`config.mk`:
```
export PLATFORM = sky130hd
export DESIGN_NAME = temp_guard_flat
export DESIGN_NICKNAME = d
export VERILOG_FILES = /design/src/rtl/temp_guard_if.sv /design/src/rtl/temp_guard.sv /design/src/flat_wrapper.sv
export SDC_FILE = /design/constraint.sdc
export NUM_CORES = 1
export LEC_CHECK = 0
export ABC_AREA = 1
export BUFFER_PORTS_ARGS = -buffer_cell sky130_fd_sc_hd__clkbuf_2
export CORE_UTILIZATION = 62
export CTS_BUF_LIST = sky130_fd_sc_hd__clkbuf_8
export DETAILED_ROUTE_END_ITERATION = 10
export HOLD_SLACK_MARGIN = 0.08
export PLACE_DENSITY_LB_ADDON = 0.08
export SLEW_MARGIN = 10
export SYNTH_ARGS = -nofsm -noshare
export SYNTH_HDL_FRONTEND = slang
export SYNTH_SLANG_ARGS = --single-unit
```
`constraint.sdc`:
```
create_clock -name clk_50mhz -period 2.44 [get_ports clk_50mhz]
set_input_delay 0.488 -clock clk_50mhz [delete_from_list [all_inputs] [get_ports clk_50mhz]]
set_output_delay 0.488 -clock clk_50mhz [all_outputs]
set_load 0.005 [all_outputs]
```
`src/rtl/temp_guard_if.sv`:
```
// Temperature sample stream into temp_guard and its policy outputs back to the system.
interface temp_guard_if;
  logic       sample_valid;
  logic [7:0] sample_val;
  logic       trip_clear;
  logic [7:0] avg_temp;
  logic       avg_valid;
  logic       fan_pwm;
  logic       overheat;
  logic       stale;

  modport master (
    output sample_valid, sample_val, trip_clear,
    input  avg_temp, avg_valid, fan_pwm, overheat, stale
  );

  modport slave (
    input  sample_valid, sample_val, trip_clear,
    output avg_temp, avg_valid, fan_pwm, overheat, stale
  );
endinterface

```
`src/rtl/temp_guard.sv`:
```
// Thermal policy: 4-sample average (N+1), COOL/WARM/HOT hysteresis FSM (N+2), fan PWM (N+3); no backpressure.
// Optional sample watchdog (stale flag, forced fan) built only with TEMP_GUARD_WATCHDOG_EN.
module temp_guard #(
  parameter int WARN_THRESH = 70,
  parameter int TRIP_THRESH = 85,
  parameter int HYST        = 5,
  parameter int DUTY_COOL   = 64,
  parameter int DUTY_WARM   = 160
) (
  input  logic         clk_50mhz,
  input  logic         reset,
  temp_guard_if.slave  tg
);

  typedef enum logic [1:0] {ST_COOL, ST_WARM, ST_HOT} state_t;

  localparam logic [7:0] WARN_HI = 8'(WARN_THRESH);
  localparam logic [7:0] WARN_LO = 8'(WARN_THRESH - HYST);
  localparam logic [7:0] TRIP_HI = 8'(TRIP_THRESH);
  localparam logic [7:0] TRIP_LO = 8'(TRIP_THRESH - HYST);
  localparam logic [8:0] DUTY_C  = 9'(DUTY_COOL);
  localparam logic [8:0] DUTY_W  = 9'(DUTY_WARM);
  localparam logic [8:0] DUTY_H  = 9'd256;

  logic [3:0][7:0] hist_q, hist_d;
  logic [9:0]      sum_q, sum_d;
  logic            first_q, first_d;
  logic            avg_valid_q;
  state_t          state_q, state_d;
  logic            overheat_q;
  logic [7:0]      cnt_q;
  logic [8:0]      duty;
  logic            fan_pwm_q, fan_pwm_d;
  logic [7:0]      avg;
  logic            stale_w;

  assign avg = sum_q[9:2];

  // hist_q[3] is the oldest entry; the first sample after reset fills every slot.
  always_comb begin
    hist_d  = hist_q;
    sum_d   = sum_q;
    first_d = first_q;
    if (tg.sample_valid) begin
      if (first_q) begin
        hist_d  = {4{tg.sample_val}};
        sum_d   = {tg.sample_val, 2'b00};
        first_d = 1'b0;
      end else begin
        hist_d = {hist_q[2:0], tg.sample_val};
        sum_d  = sum_q - {2'b00, hist_q[3]} + {2'b00, tg.sample_val};
      end
    end
  end

  always_comb begin
    state_d = state_q;
    case (state_q)
      ST_COOL: begin
        if (avg_valid_q) begin
          if (avg >= TRIP_HI)      state_d = ST_HOT;
          else if (avg >= WARN_HI) state_d = ST_WARM;
        end
      end
      ST_WARM: begin
        if (avg_valid_q) begin
          if (avg >= TRIP_HI)     state_d = ST_HOT;
          else if (avg < WARN_LO) state_d = ST_COOL;
        end
      end
      ST_HOT: begin
        if (tg.trip_clear && (avg < TRIP_LO)) state_d = ST_WARM;
      end
      default: state_d = ST_COOL;
    endcase
  end

  always_comb begin
    duty = DUTY_C;
    case (state_q)
      ST_WARM: duty = DUTY_W;
      ST_HOT:  duty = DUTY_H;
      default: duty = DUTY_C;
    endcase
    fan_pwm_d = (state_q == ST_HOT) || ({1'b0, cnt_q} < duty);
  end

  always_ff @(posedge clk_50mhz) begin
    if (reset) begin
      hist_q      <= '0;
      sum_q       <= '0;
      first_q     <= 1'b1;
      avg_valid_q <= 1'b0;
      state_q     <= ST_COOL;
      overheat_q  <= 1'b0;
      cnt_q       <= '0;
      fan_pwm_q   <= 1'b0;
    end else begin
      hist_q      <= hist_d;
      sum_q       <= sum_d;
      first_q     <= first_d;
      avg_valid_q <= tg.sample_valid;
      state_q     <= state_d;
      overheat_q  <= (state_d == ST_HOT);
      cnt_q       <= cnt_q + 8'd1;
      fan_pwm_q   <= fan_pwm_d;
    end
  end

`ifdef TEMP_GUARD_WATCHDOG_EN
  localparam logic [26:0] WD_MAX = '1;

  logic [26:0] wd_q, wd_d;

  always_comb begin
    wd_d = wd_q;
    if (tg.sample_valid)    wd_d = '0;
    else if (wd_q != WD_MAX) wd_d = wd_q + 27'd1;
  end

  always_ff @(posedge clk_50mhz) begin
    if (reset) wd_q <= '0;
    else       wd_q <= wd_d;
  end

  assign stale_w = (wd_q == WD_MAX);
`else
  assign stale_w = 1'b0;
`endif

  assign tg.avg_temp  = avg;
  assign tg.avg_valid = avg_valid_q;
  assign tg.overheat  = overheat_q;
  assign tg.stale     = stale_w;
  assign tg.fan_pwm   = fan_pwm_q | stale_w;

endmodule

```
`src/flat_wrapper.sv`:
```
// flat-port wrapper written by rule: the top's interface ports become plain ports
module temp_guard_flat 
#(
  parameter int WARN_THRESH = 70,
  parameter int TRIP_THRESH = 85,
  parameter int HYST        = 5,
  parameter int DUTY_COOL   = 64,
  parameter int DUTY_WARM   = 160
)
  (clk_50mhz, reset, tg_sample_valid, tg_sample_val, tg_trip_clear, tg_avg_temp, tg_avg_valid, tg_fan_pwm, tg_overheat, tg_stale);
  temp_guard_if tg_i ();
  input  logic clk_50mhz;
  input  logic reset;
  input wire logic [$bits(tg_i.sample_valid)-1:0] tg_sample_valid;
  input wire logic [$bits(tg_i.sample_val)-1:0] tg_sample_val;
  input wire logic [$bits(tg_i.trip_clear)-1:0] tg_trip_clear;
  output wire logic [$bits(tg_i.avg_temp)-1:0] tg_avg_temp;
  output wire logic [$bits(tg_i.avg_valid)-1:0] tg_avg_valid;
  output wire logic [$bits(tg_i.fan_pwm)-1:0] tg_fan_pwm;
  output wire logic [$bits(tg_i.overheat)-1:0] tg_overheat;
  output wire logic [$bits(tg_i.stale)-1:0] tg_stale;
  assign tg_i.sample_valid = tg_sample_valid;
  assign tg_i.sample_val = tg_sample_val;
  assign tg_i.trip_clear = tg_trip_clear;
  assign tg_avg_temp = tg_i.avg_temp;
  assign tg_avg_valid = tg_i.avg_valid;
  assign tg_fan_pwm = tg_i.fan_pwm;
  assign tg_overheat = tg_i.overheat;
  assign tg_stale = tg_i.stale;
  temp_guard #(.WARN_THRESH(WARN_THRESH), .TRIP_THRESH(TRIP_THRESH), .HYST(HYST), .DUTY_COOL(DUTY_COOL), .DUTY_WARM(DUTY_WARM)) u_core (.clk_50mhz(clk_50mhz), .reset(reset), .tg(tg_i));
endmodule
```
# Word level (Yosys, flattened, before mapping)
# Index checks and enable logic that the tools add are counted.
[totals] register_bits=56 in_bits=12 output_inout_bits=12 wordCells=36
[classes] addsub=3 order_cmp=5 n_eq_ne=3 n_mux=11 reduce_logical=3
[op_table] op="$mux W32" count=1
[op_table] op="$pmux W9 S2" count=1
[op_table] op="$ge A8 B7 Y1 const B" count=2
[op_table] op="$lt A8 B7 Y1 const B" count=2
[op_table] op="$mux W2" count=7
[op_table] op="$add A10 B8 Y10" count=1
[op_table] op="$mux W10" count=1
[op_table] op="$sub A10 B8 Y10" count=1
[op_table] op="$lt A8 B9 Y1" count=1
[op_table] op="$add A8 B1 Y8 const B" count=1
[op_table] op="$pmux W2 S3" count=1
[op_table] op="$eq A2 B2 Y1 const B" count=2
[op_table] op="$eq A2 B1 Y1 const B" count=1
[op_table] op="$logic_not A2 Y1" count=1
[op_table] op="$logic_and A1 B1 Y1" count=1
[op_table] op="$logic_or A1 B1 Y1" count=1

# Depth between registers and ports, before layout
# Gate-level depths: netlist (run 1).
[depth] ltp_word=6 depth_mapped=13 ltp_nobuf=13

# Least setup slack after synthesis (run 1)
# Ideal clock, no wire load.
[synth_timing] path_kind="input to register" startpoint="in tg_sample_val[1]" endpoint="reg u_core.sum_q[8]" setup_time_ns=0.132 arrival_time_ns=2.064 t_required_ns=2.308 slack_ns=0.244 stages=10 path_buffers=0 path_cell_list="inv_1 > fa_1 > inv_1 > fa_1 > nand3_1 > nand3_1 > nand4_1 > nand3_1 > nand3_1 > a21oi_1"
[synth_between] elab_chain_len=2
[synth_rtl] element="start: declaration" line="flat_wrapper.sv:15" text="input wire logic [$bits(tg_i.sample_val)-1:0] tg_sample_val;"
[synth_rtl] element="$add A10 B8 Y10" line="temp_guard.sv:51" text="sum_d = sum_q - {2'b00, hist_q[3]} + {2'b00, tg.sample_val};"
[synth_rtl] element="$mux W10" line="temp_guard.sv:45" text="if (first_q) begin"
[synth_rtl] element="end signal: assignment" line="temp_guard.sv:100" text="sum_q <= sum_d;"
[synth_rtl] element="end: declaration" line="temp_guard.sv:26" text="logic [9:0] sum_q, sum_d;"
# Every way passes these cells.
# A chain may end at the register's enable or synchronous reset.

# Worst setup path in the final report (run 1)
[layout_timing] startpoint="reg u_core.sum_q[5]" endpoint="reg u_core.sum_q[6]"
[layout_between] elab_chain_len=3
[layout_rtl] element="$sub A10 B8 Y10" line="temp_guard.sv:51"
[layout_rtl] element="$add A10 B8 Y10" line="temp_guard.sv:51"
[layout_rtl] element="$mux W10" line="temp_guard.sv:45"
# Every way passes these cells.

==> run summary, run 1 <==
FP Rows: 25
largest family of logic cells by synthesized area: buffers and inverters
# IOs: 24
gr usage total: 25.5%
CTS Buf Count: 5
Worst-Skew Late Latency: 0.30 ns
critical path class: flop to flop
Finished Layout Cells: 539
Synth Flop Type: dfxtp_1
placed cell count: 531
pin count of the biggest net entering global routing: 38
Cells after Synth: 454
CTS Buffer Depth: 2
CTS Root Cell: clkbuf_8
vias in the first global route: 2438
full die area: 5490 µm²
Worst setup EP type: flop
Yosys top cell area share: 34.8%
sequential area share after synthesis: 34.8%
Resized cells post-CTS: 0
maximum clock frequency: 0.446 GHz
Cell Area, Synth: 3220 µm²
syn_nets: 492
Setup Buffers After CTS: 0
top cells by area, synth: dfxtp_1 35%, inv_1 13%, nand2_1 8.0%, ha_1 7.0%, o21ai_0 6.8%
TritonRoute pass-1 iters: 4
worst path required time: 2.68 ns
gr ovfl total: 0
minimum clock period: 2.24 ns
adder and majority cell fraction of the synthesized area: 12.0%
port bufs: 22
Async S/R FF share, synth: 0%
Synth Area in Compound Gates: 17.6%
Sink Count: 56
number of max-cap violations: 0
worst min path class: flop to flop
worst rel slew slack: 64.3%
# setup viols final: 0
crit path from: u_core.sum_q[5]$_SDFFE_PP0P_
Clock Skews: 0.00568 ns
CP endpoint: u_core.sum_q[6]$_SDFFE_PP0P_
Max Slew Vio Count: 0
PwrDens: 625 nW/µm²
Util after Layout: 71.2%
Reg clk slew, reported paths: 0.10 ns
initial antenna violation count: 0
final WL: 6.46 mm
r2r startpoint: u_core.sum_q[5]$_SDFFE_PP0P_
H-tree depth: 2
dominant cell type by area after synthesis: dfxtp_1
post-synthesis mux area share: 0%
Simple-Gate Fraction of Synth Area: 17.0%
Peak VDD IR: 0.000394 V
synth warn: 0
RSZ-0062 raised after global routing: no
TNS Setup: 0 ns
die height: 74.1 µm
Hold Vio Cnt, Final: 0
Core Region: 4850 µm²
Reg2Reg Capture Point: u_core.sum_q[6]$_SDFFE_PP0P_
CP Max Fanout: 6
Worst Setup Slack post-DPL: 0.0689 ns
EDFF count, synth: 0
routability cong.: 0.915
Initial Utilization: 66.4%
DRC violations left: 0
drt via density: 5.07
DR WL/cell: 12.0 µm
setup slack, reg-to-reg: 0.20 ns
Detail Placement HPWL: 4.73 mm
Least-Margin Pin Slew: 0.531 ns
hold-fix buffers at CTS: 0
syn_area_per_cell: 7.09 µm²
worst setup margin: 0.196 ns
leakage: 1.77 nW
Antenna Nets Post-Route: 0
status: finished, final reports clean
die width: 74.1 µm
antenna cell count: 0
R2R depth: 10
share of layout cells above drive strength 1: 10.8%
critical path launch point type: flop
flops & latches, synth: 56
1st-iter DRT viols: 199
Tcrit/Tclk final: 92.0%
CTS tree: built
Post-Synth XOR/XNOR Area: 0.544%
via count: 2734
Yosys cell types: 30
Syn-to-layout area delta: 7.19%
first-pass GRT wire length: 10.7 mm
Worst EP arrival: 2.48 ns
Layout Nets: 509
where the power goes:
group	total (W)	switching, W	internal (W)
Clock	0.000517	0.000290	0.000227
Combinational	0.000628	0.000387	0.000241
Sequential	0.00101	0.0000365	0.000977
Total	0.00216	0.000713	0.00145
registers in the layout (all words and copies together), names as in the netlist:
signal               flops
u_core.tg.avg_valid      1
u_core.first_q           1
u_core.sum_q            10
u_core.tg.overheat       1
u_core.state_q           2
u_core.tg.fan_pwm        1
u_core.cnt_q             8
u_core.hist_q           32
how the worst min path moves through the flow:
stage	from	endpoint	slack [ns]	cells after the start
final	u_core.cnt_q[0]$_SDFF_PP0_	u_core.cnt_q[0]$_SDFF_PP0_	0.46	1
after global routing	u_core.hist_q[3]$_SDFFE_PP0P_	u_core.hist_q[3]$_SDFFE_PP0P_	0.48	2
after floorplan	u_core.cnt_q[0]$_SDFF_PP0_	u_core.cnt_q[0]$_SDFF_PP0_	0.42	1
after detailed placement	u_core.cnt_q[0]$_SDFF_PP0_	u_core.cnt_q[0]$_SDFF_PP0_	0.44	1
after CTS	u_core.hist_q[5]$_SDFFE_PP0P_	u_core.hist_q[5]$_SDFFE_PP0P_	0.46	2
after global placement	u_core.cnt_q[0]$_SDFF_PP0_	u_core.cnt_q[0]$_SDFF_PP0_	0.43	1
synthesized netlist by cell type, drive strengths merged (8+ instances only):
cell,instances
a21oi,24
buf,18
dfxtp,56
fa,8
ha,18
inv,119
nand2,69
nand3,17
nor2,22
nor3,10
o21ai,53
o22ai,16
layout by cell type (no fill, tap or decap), drive strengths merged:
cell,Yosys,routed
a21oi,24,24
a31oi,7,7
buf,18,10
clkbuf,4,28
clkinvlp,0,1
conb,1,1
dfxtp,56,56
fa,8,8
ha,18,18
inv,119,120
nand2,69,69
nand3,17,17
nand3b,1,1
nand4,3,3
nor2,22,22
nor3,10,10
o21a,1,1
o21ai,53,53
o21bai,4,4
o22ai,16,16
or2,1,1
xnor2,1,1
xor2,1,1
stage by stage:
| step | total power, W | area, µm² | hold slack [ns] |
|---|---|---|---|
| floorplan | 0.00150 | 3220 | 0.418 |
| global placement | 0.00163 | 3360 | 0.431 |
| detailed placement | 0.00165 | 3360 | 0.441 |
| CTS | 0.00217 | 3450 | 0.464 |
| global route | 0.00231 | 3450 | 0.480 |
| finish | 0.00216 | 3450 | 0.459 |
logic make-up (layout without fill, tap and decap cells):
group / count (synthesis) / in the layout
buffers and inverters: 141 / 159
AND/OR/NAND/NOR: 123 / 123
AO/OA/AOI/OAI: 105 / 105
flip-flops: 56 / 56
adder cells (fa/ha/maj): 26 / 26
XOR/XNOR: 2 / 2
other: 1 / 1
layout make-up:
class	instances	area (µm²)
multi-input cells	257	1520
fillers	414	1400
flip-flops and latches	56	1120
inverters	119	447
repair buffers	32	185
well taps	67	83.8
clock buffers	6	82.6
clock inverters	2	11.3
per-layer routing:
metal	vias to the layer above	wire length [µm]	global-route usage (%)
met5	-	0	0
met4	0	61	8.76
met3	5	380	4.47
met2	73	2730	39.2
met1	1199	3300	36.2
li1	1457	-	-
critical path, cell delays in order (launching register included):
cell and delay (ns):
dfxtp_1 0.44, inv_2 0.10, fa_1 0.55, inv_1 0.04, ha_1 0.36, inv_1 0.05, o21ai_0 0.20, inv_1 0.09
nand4_1 0.11, nand3_1 0.10, a31oi_1 0.13
(Power assumes the default switching activity.)
==> run 2, diff against run 1 <==
Settings changed: ABC_AREA 1 to not set, CORE_UTILIZATION 62 to 56.
Clock period 2.44 ns to 1.9 ns, I/O delays scaled along.
==> run 2 against run 1 <==
Net effect:
- the flow now finishes with violations (setup timing)
- worst setup slack lost 0.79 ns
- wire length grew 8.4%
- clock skew grew 0.0021 ns
- critical endpoint unchanged
- largest cell class unchanged
==> run summary, run 2 <==
# setup viols final: 8
Reg clk slew, reported paths: 0.10 ns
CTS Buf Count: 5
gr ovfl total: 0
Clock Skews: 0.00777 ns
Yosys cell types: 51
Worst-Skew Late Latency: 0.31 ns
Tcrit/Tclk final: 131%
critical path launch point type: flop
Regs by FF count: u_core.hist_q: 32 flops, u_core.sum_q: 10 flops, u_core.cnt_q: 8 flops
critical path class: flop to flop
r2r startpoint: u_core.sum_q[1]$_SDFFE_PP0P_
full die area: 6030 µm²
syn_nets: 408
Detail Placement HPWL: 4.92 mm
DRC violations left: 0
# IOs: 24
hold_sp: tg_sample_val[4]
routability cong.: 0.825
Finished Layout Cells: 486
RSZ-0062 raised after global routing: yes
DR WL/cell: 14.4 µm
WP buf/inv: 2
PwrDens: 884 nW/µm²
port bufs: 22
CP top delay family: adder cells
worst setup margin: -0.592 ns
final WL: 7.01 mm
crit path from: u_core.sum_q[1]$_SDFFE_PP0P_
Reg with most FFs: u_core.hist_q
Cell Area, Synth: 3210 µm²
Worst EP arrival: 2.73 ns
drt via density: 5.56
Commonest cells post-synth: 56 x dfxtp_1, 54 x nor2_1, 38 x inv_1
EDFF count, synth: 0
Sink Count: 56
Yosys top cell area share: 35.0%
initial antenna violation count: 0
most frequent cells in the layout: 53 x nor2_1, 52 x dfxtp_1, 41 x buf_4, 32 x inv_1, 22 x clkbuf_2
TritonRoute pass-1 iters: 6
dominant cell type by area after synthesis: dfxtp_1
maximum clock frequency: 0.401 GHz
Async S/R FF share, synth: 0%
Core Region: 5510 µm²
Worst setup EP type: flop
via count: 2700
antenna cell count: 0
most frequent cell after synthesis: dfxtp_1
first-pass GRT wire length: 11.6 mm
Syn-to-layout area delta: 22.1%
Initial Utilization: 58.2%
number of max-cap violations: 0
Cells after Synth: 370
top cells by area, synth: dfxtp_1 35%, ha_1 7.0%, mux2i_1 6.6%, nor2_1 6.3%, fa_1 5.0%
CP Max Fanout: 2
CTS tree: built
CTS Root Cell: clkbuf_8
H-tree depth: 2
die width: 77.7 µm
die height: 77.7 µm
Max Slew Vio Count: 0
FP Rows: 27
synth warn: 0
pin count of the biggest net entering global routing: 66
Worst path most repeated cell: inv_2
Largest register FFs: 32
CP Cell Sequence: inv_2 -> fa_1 -> inv_2 -> fa_2 -> a21oi_4 -> o21ai_2 -> or4b_1 -> a21o_1 -> a221oi_2
sequential area share after synthesis: 35.0%
1st-iter DRT viols: 184
share of layout cells above drive strength 1: 27.1%
placed cell count: 472
leakage: 1.75 nW
Crit path largest cell delay: 0.51 ns
flops & latches, synth: 56
worst min path class: input port to flop
Worst path slowest cell: fa_1
CTS Buffer Depth: 2
commonest non-fill, non-tap cell in the layout: nor2_1
Peak VDD IR: 0.000502 V
Layout Nets: 451
gr usage total: 24.3%
status: finished, violations left
minimum clock period: 2.49 ns
worst path required time: 2.14 ns
Synth Flop Type: dfxtp_1
syn_area_per_cell: 8.67 µm²
smallest hold slack: 0.332 ns
vias in the first global route: 2535
Hold Vio Cnt, Final: 0
violated checks: setup timing
Antenna Nets Post-Route: 0
run 2: cell type report:
type                       instances  area [µm²]
fill                             420        1590
multi-input combinational        247        2010
timing repair buffer              65         449
tap                               72        90.1
inverter                          38         150
sequential                        56        1130
clock buffer                       5        68.8
clock inverter                     3        21.3
run 2: through the flow:
| stage | setup WS, ns | util [%] | power, W | cell area [µm²] | TNS (ns) |
|---|---|---|---|---|---|
| after global placement | -0.761 | 65.2 | 0.00249 | 3590 | -4.53 |
| after floorplan | -0.543 | - | 0.00216 | 3250 | -1.71 |
| after detailed placement | -0.795 | 65.2 | 0.00252 | 3590 | -4.69 |
| final | -0.592 | 71.1 | 0.00346 | 3920 | -3.46 |
| after CTS | -0.556 | 69.0 | 0.00330 | 3800 | -2.99 |
| after global routing | -0.672 | 71.1 | 0.00368 | 3920 | -4.13 |
run 2: power breakdown:
| part | switching (W) | internal [W] | total [W] | leakage, nW |
|---|---|---|---|---|
| Clock | 0.000406 | 0.000263 | 0.000669 | 0.0445 |
| Combinational | 0.000741 | 0.000703 | 0.00144 | 1.24 |
| Sequential | 0.0000711 | 0.00128 | 0.00135 | 0.464 |
| Total | 0.00122 | 0.00224 | 0.00346 | 1.75 |
run 2: path summary, 6_finish.rpt:
| check | cells after the start | slack, ns | end |
|---|---|---|---|
| worst min-delay path | 3 | 0.33 | u_core.hist_q[4]$_SDFFE_PP0P_ |
| worst max-delay path | 9 | -0.59 | u_core.sum_q[6]$_SDFFE_PP0P_ |
| worst max register to register | 9 | -0.59 | u_core.sum_q[6]$_SDFFE_PP0P_ |
| worst min register to register | 1 | 0.45 | u_core.cnt_q[0]$_SDFF_PP0_ |
run 2: cell families (layout without fill, tap and decap cells):
| group | Yosys count | count (layout) | share of synthesized area [%] |
|---|---|---|---|
| buffers and inverters | 67 | 111 | 9.17 |
| AO/OA/AOI/OAI | 77 | 77 | 18.0 |
| adder cells (fa/ha/maj) | 26 | 26 | 12.0 |
| other | 1 | 1 | 0.117 |
| flip-flops | 56 | 56 | 35.0 |
| multiplexers | 21 | 21 | 6.55 |
| XOR/XNOR | 8 | 8 | 2.19 |
| AND/OR/NAND/NOR | 114 | 114 | 17.0 |
run 2: metal layers:
| metal | wire length (µm) | global-route usage (%) |
|---|---|---|
| met4 | 143 | 8.49 |
| met3 | 222 | 4.35 |
| met5 | 0 | 0 |
| met2 | 3280 | 39.6 |
| met1 | 3350 | 32.3 |
run 2: repair_timing:
item	in CTS	in global routing
setup buffers	2	4
cloned	0	0
pin swaps	17	10
gates resized for setup	22	13
endpoints found under the setup margin	8	8
hold buffers	0	0
run 2: worst reg2reg max path: stages, from the launching register on:
cell      delay [ns]
dfxtp_2         0.35
inv_2           0.04
fa_1            0.51
inv_2           0.05
fa_2            0.38
a21oi_4         0.19
o21ai_2         0.08
or4b_1          0.47
a21o_1          0.18
a221oi_2        0.19
==> run 3, diff against run 2 <==
Settings changed: CORE_UTILIZATION 56 to 35.
==> run 3 against run 2 <==
Net effect:
- critical endpoint unchanged
- clock power down 4.5%
- wire length up 9.2%
- highest routed layer unchanged
- critical path type unchanged
- hold slack better by 0.014 ns
- the run ends with DRC, setup timing left
==> run summary, run 3 (synthesis results as in run 2) <==
Reg clk slew, reported paths: 0.10 ns
Worst EP arrival: 2.77 ns
Reg2Reg Capture Point: u_core.sum_q[6]$_SDFFE_PP0P_
critical path class: flop to flop
port bufs: 22
full die area: 9550 µm²
CTS tree: built
violated checks: DRC, setup timing
Syn-to-layout area delta: 25.4%
DR WL/cell: 14.5 µm
hold_sp: tg_sample_val[4]
DP Area: 3670 µm²
minimum clock period: 2.55 ns
antenna cell count: 0
Largest register FFs: 32
most frequent cells in the layout: 52 x nor2_1, 50 x dfxtp_1, 45 x buf_4, 29 x inv_1, 22 x clkbuf_2
# setup viols final: 8
Worst setup EP type: flop
FP Rows: 34
gr usage total: 16.7%
Layout Nets: 459
Sink Count: 56
TritonRoute pass-1 iters: 7
Clock Skews: 0.00903 ns
final WL: 7.65 mm
busiest grt layer: met2
Worst-Skew Late Latency: 0.31 ns
R2R depth: 9
Regs by FF count: u_core.hist_q: 32 flops, u_core.sum_q: 10 flops, u_core.cnt_q: 8 flops
CTS Buf Count: 5
hold-fix buffers at CTS: 0
Worst Hold Depth: 3
leakage: 1.79 nW
Util after Layout: 45.7%
DRC violations left: 6
GR Layer Usage met3: 2.59%
H-tree depth: 2
overall power: 0.00354 W
routing usage on met2: 27.0%
Hold Vio Cnt, Final: 0
CP Max Fanout: 2
commonest non-fill, non-tap cell in the layout: nor2_1
pin count of the biggest net entering global routing: 46
Max Slew Vio Count: 0
critical path launch point type: flop
Peak VDD IR: 0.000346 V
Reg with most FFs: u_core.hist_q
grt met1 use: 23.3%
CTS Buffer Depth: 2
maximum clock frequency: 0.393 GHz
drt via density: 5.09
Antenna Nets Post-Route: 0
CTS Root Cell: clkbuf_8
via count: 2693
# IOs: 24
worst min path class: input port to flop
routability cong.: 0.778
setup slack, reg-to-reg: -0.65 ns
status: finished, violations left
worst setup margin: -0.647 ns
die width: 97.7 µm
initial antenna violation count: 0
Worst Setup Slack post-DPL: -0.833 ns
vias in the first global route: 2592
worst path required time: 2.12 ns
Initial Utilization: 36.4%
Detail Placement HPWL: 5.46 mm
Core Region: 8810 µm²
gr ovfl total: 0
PwrDens: 879 nW/µm²
number of max-cap violations: 0
die height: 97.7 µm
RSZ-0062 raised after global routing: yes
first-pass GRT wire length: 12.9 mm
share of layout cells above drive strength 1: 29.2%
Tcrit/Tclk final: 134%
Hold EP: u_core.hist_q[4]$_SDFFE_PP0P_
final instance area: 4020 µm²
r2r startpoint: u_core.sum_q[1]$_SDFFE_PP0P_
1st-iter DRT viols: 62
[run 3: cell count changes in the layout (fill, tap and decap cells not counted), moves of 3 or more]
cell / before / now
buf_6: 1 / 5
inv_1: 32 / 29
inv_2: 5 / 9
buf_4: 41 / 45
o21ai_2: 4 / 1
[run 3: metal layers]
layer / part of all wire [%] / vias to the layer above
li1: - / 1366
met1: 51 / 1288
met2: 46 / 32
met3: 3.1 / 7
met4: 0.82 / 0
met5: 0 / -
[run 3: worst max-delay path: stages, from the launching register on]
cell,delay [ns]
dfxtp_2,0.34
inv_2,0.04
fa_1,0.51
inv_2,0.05
fa_2,0.40
a21oi_2,0.16
o21ai_2,0.08
or4b_1,0.46
a21o_1,0.19
a221oi_2,0.23
[run 3: final cells by class]
class	instances	area [µm²]
Fill cell	882	4780
Multi-Input combinational cell	247	2010
Inverter	38	150
Sequential cell	56	1130
Clock inverter	2	8.76
Timing Repair Buffer	73	524
Clock buffer	5	68.8
Tap cell	108	135
[run 3: metrics by stage]
step           cells  setup TNS [ns]  hold WS (ns)
2_1_floorplan    370           -1.71         0.413
3_3_place_gp     512           -4.67         0.424
3_5_place_dp     512           -4.91         0.446
4_1_cts          520           -3.10         0.346
5_1_grt          529           -3.96         0.389
6_report         529           -3.22         0.346
[run 3: how the worst max path moves through the flow]
| stage | cells after the start | slack [ns] | end | from |
|---|---|---|---|---|
| 2_1_floorplan | 9 | -0.54 | u_core.sum_q[6]$_SDFFE_PP0P_ | tg_sample_val[1] |
| 3_3_place_gp | 10 | -0.77 | u_core.sum_q[6]$_SDFFE_PP0P_ | tg_sample_val[1] |
| 3_5_place_dp | 10 | -0.83 | u_core.sum_q[6]$_SDFFE_PP0P_ | tg_sample_val[1] |
| 4_1_cts | 9 | -0.63 | u_core.sum_q[6]$_SDFFE_PP0P_ | u_core.sum_q[1]$_SDFFE_PP0P_ |
| 5_1_grt | 9 | -0.74 | u_core.sum_q[6]$_SDFFE_PP0P_ | u_core.sum_q[1]$_SDFFE_PP0P_ |
| 6_report | 9 | -0.65 | u_core.sum_q[6]$_SDFFE_PP0P_ | u_core.sum_q[1]$_SDFFE_PP0P_ |
[run 3: power breakdown]
part           internal, W  switching [W]  leakage [nW]
clock network     0.000247       0.000391        0.0452
logic             0.000791       0.000761          1.28
registers          0.00128      0.0000662         0.465
total              0.00232        0.00122          1.79
[run 3: repair_timing]
action | 4_1_cts | 5_1_grt
pin swaps | 14 | 16
gates resized for setup | 24 | 21
buffers inserted | 1 | 9
endpoints found under the setup margin | 8 | 8
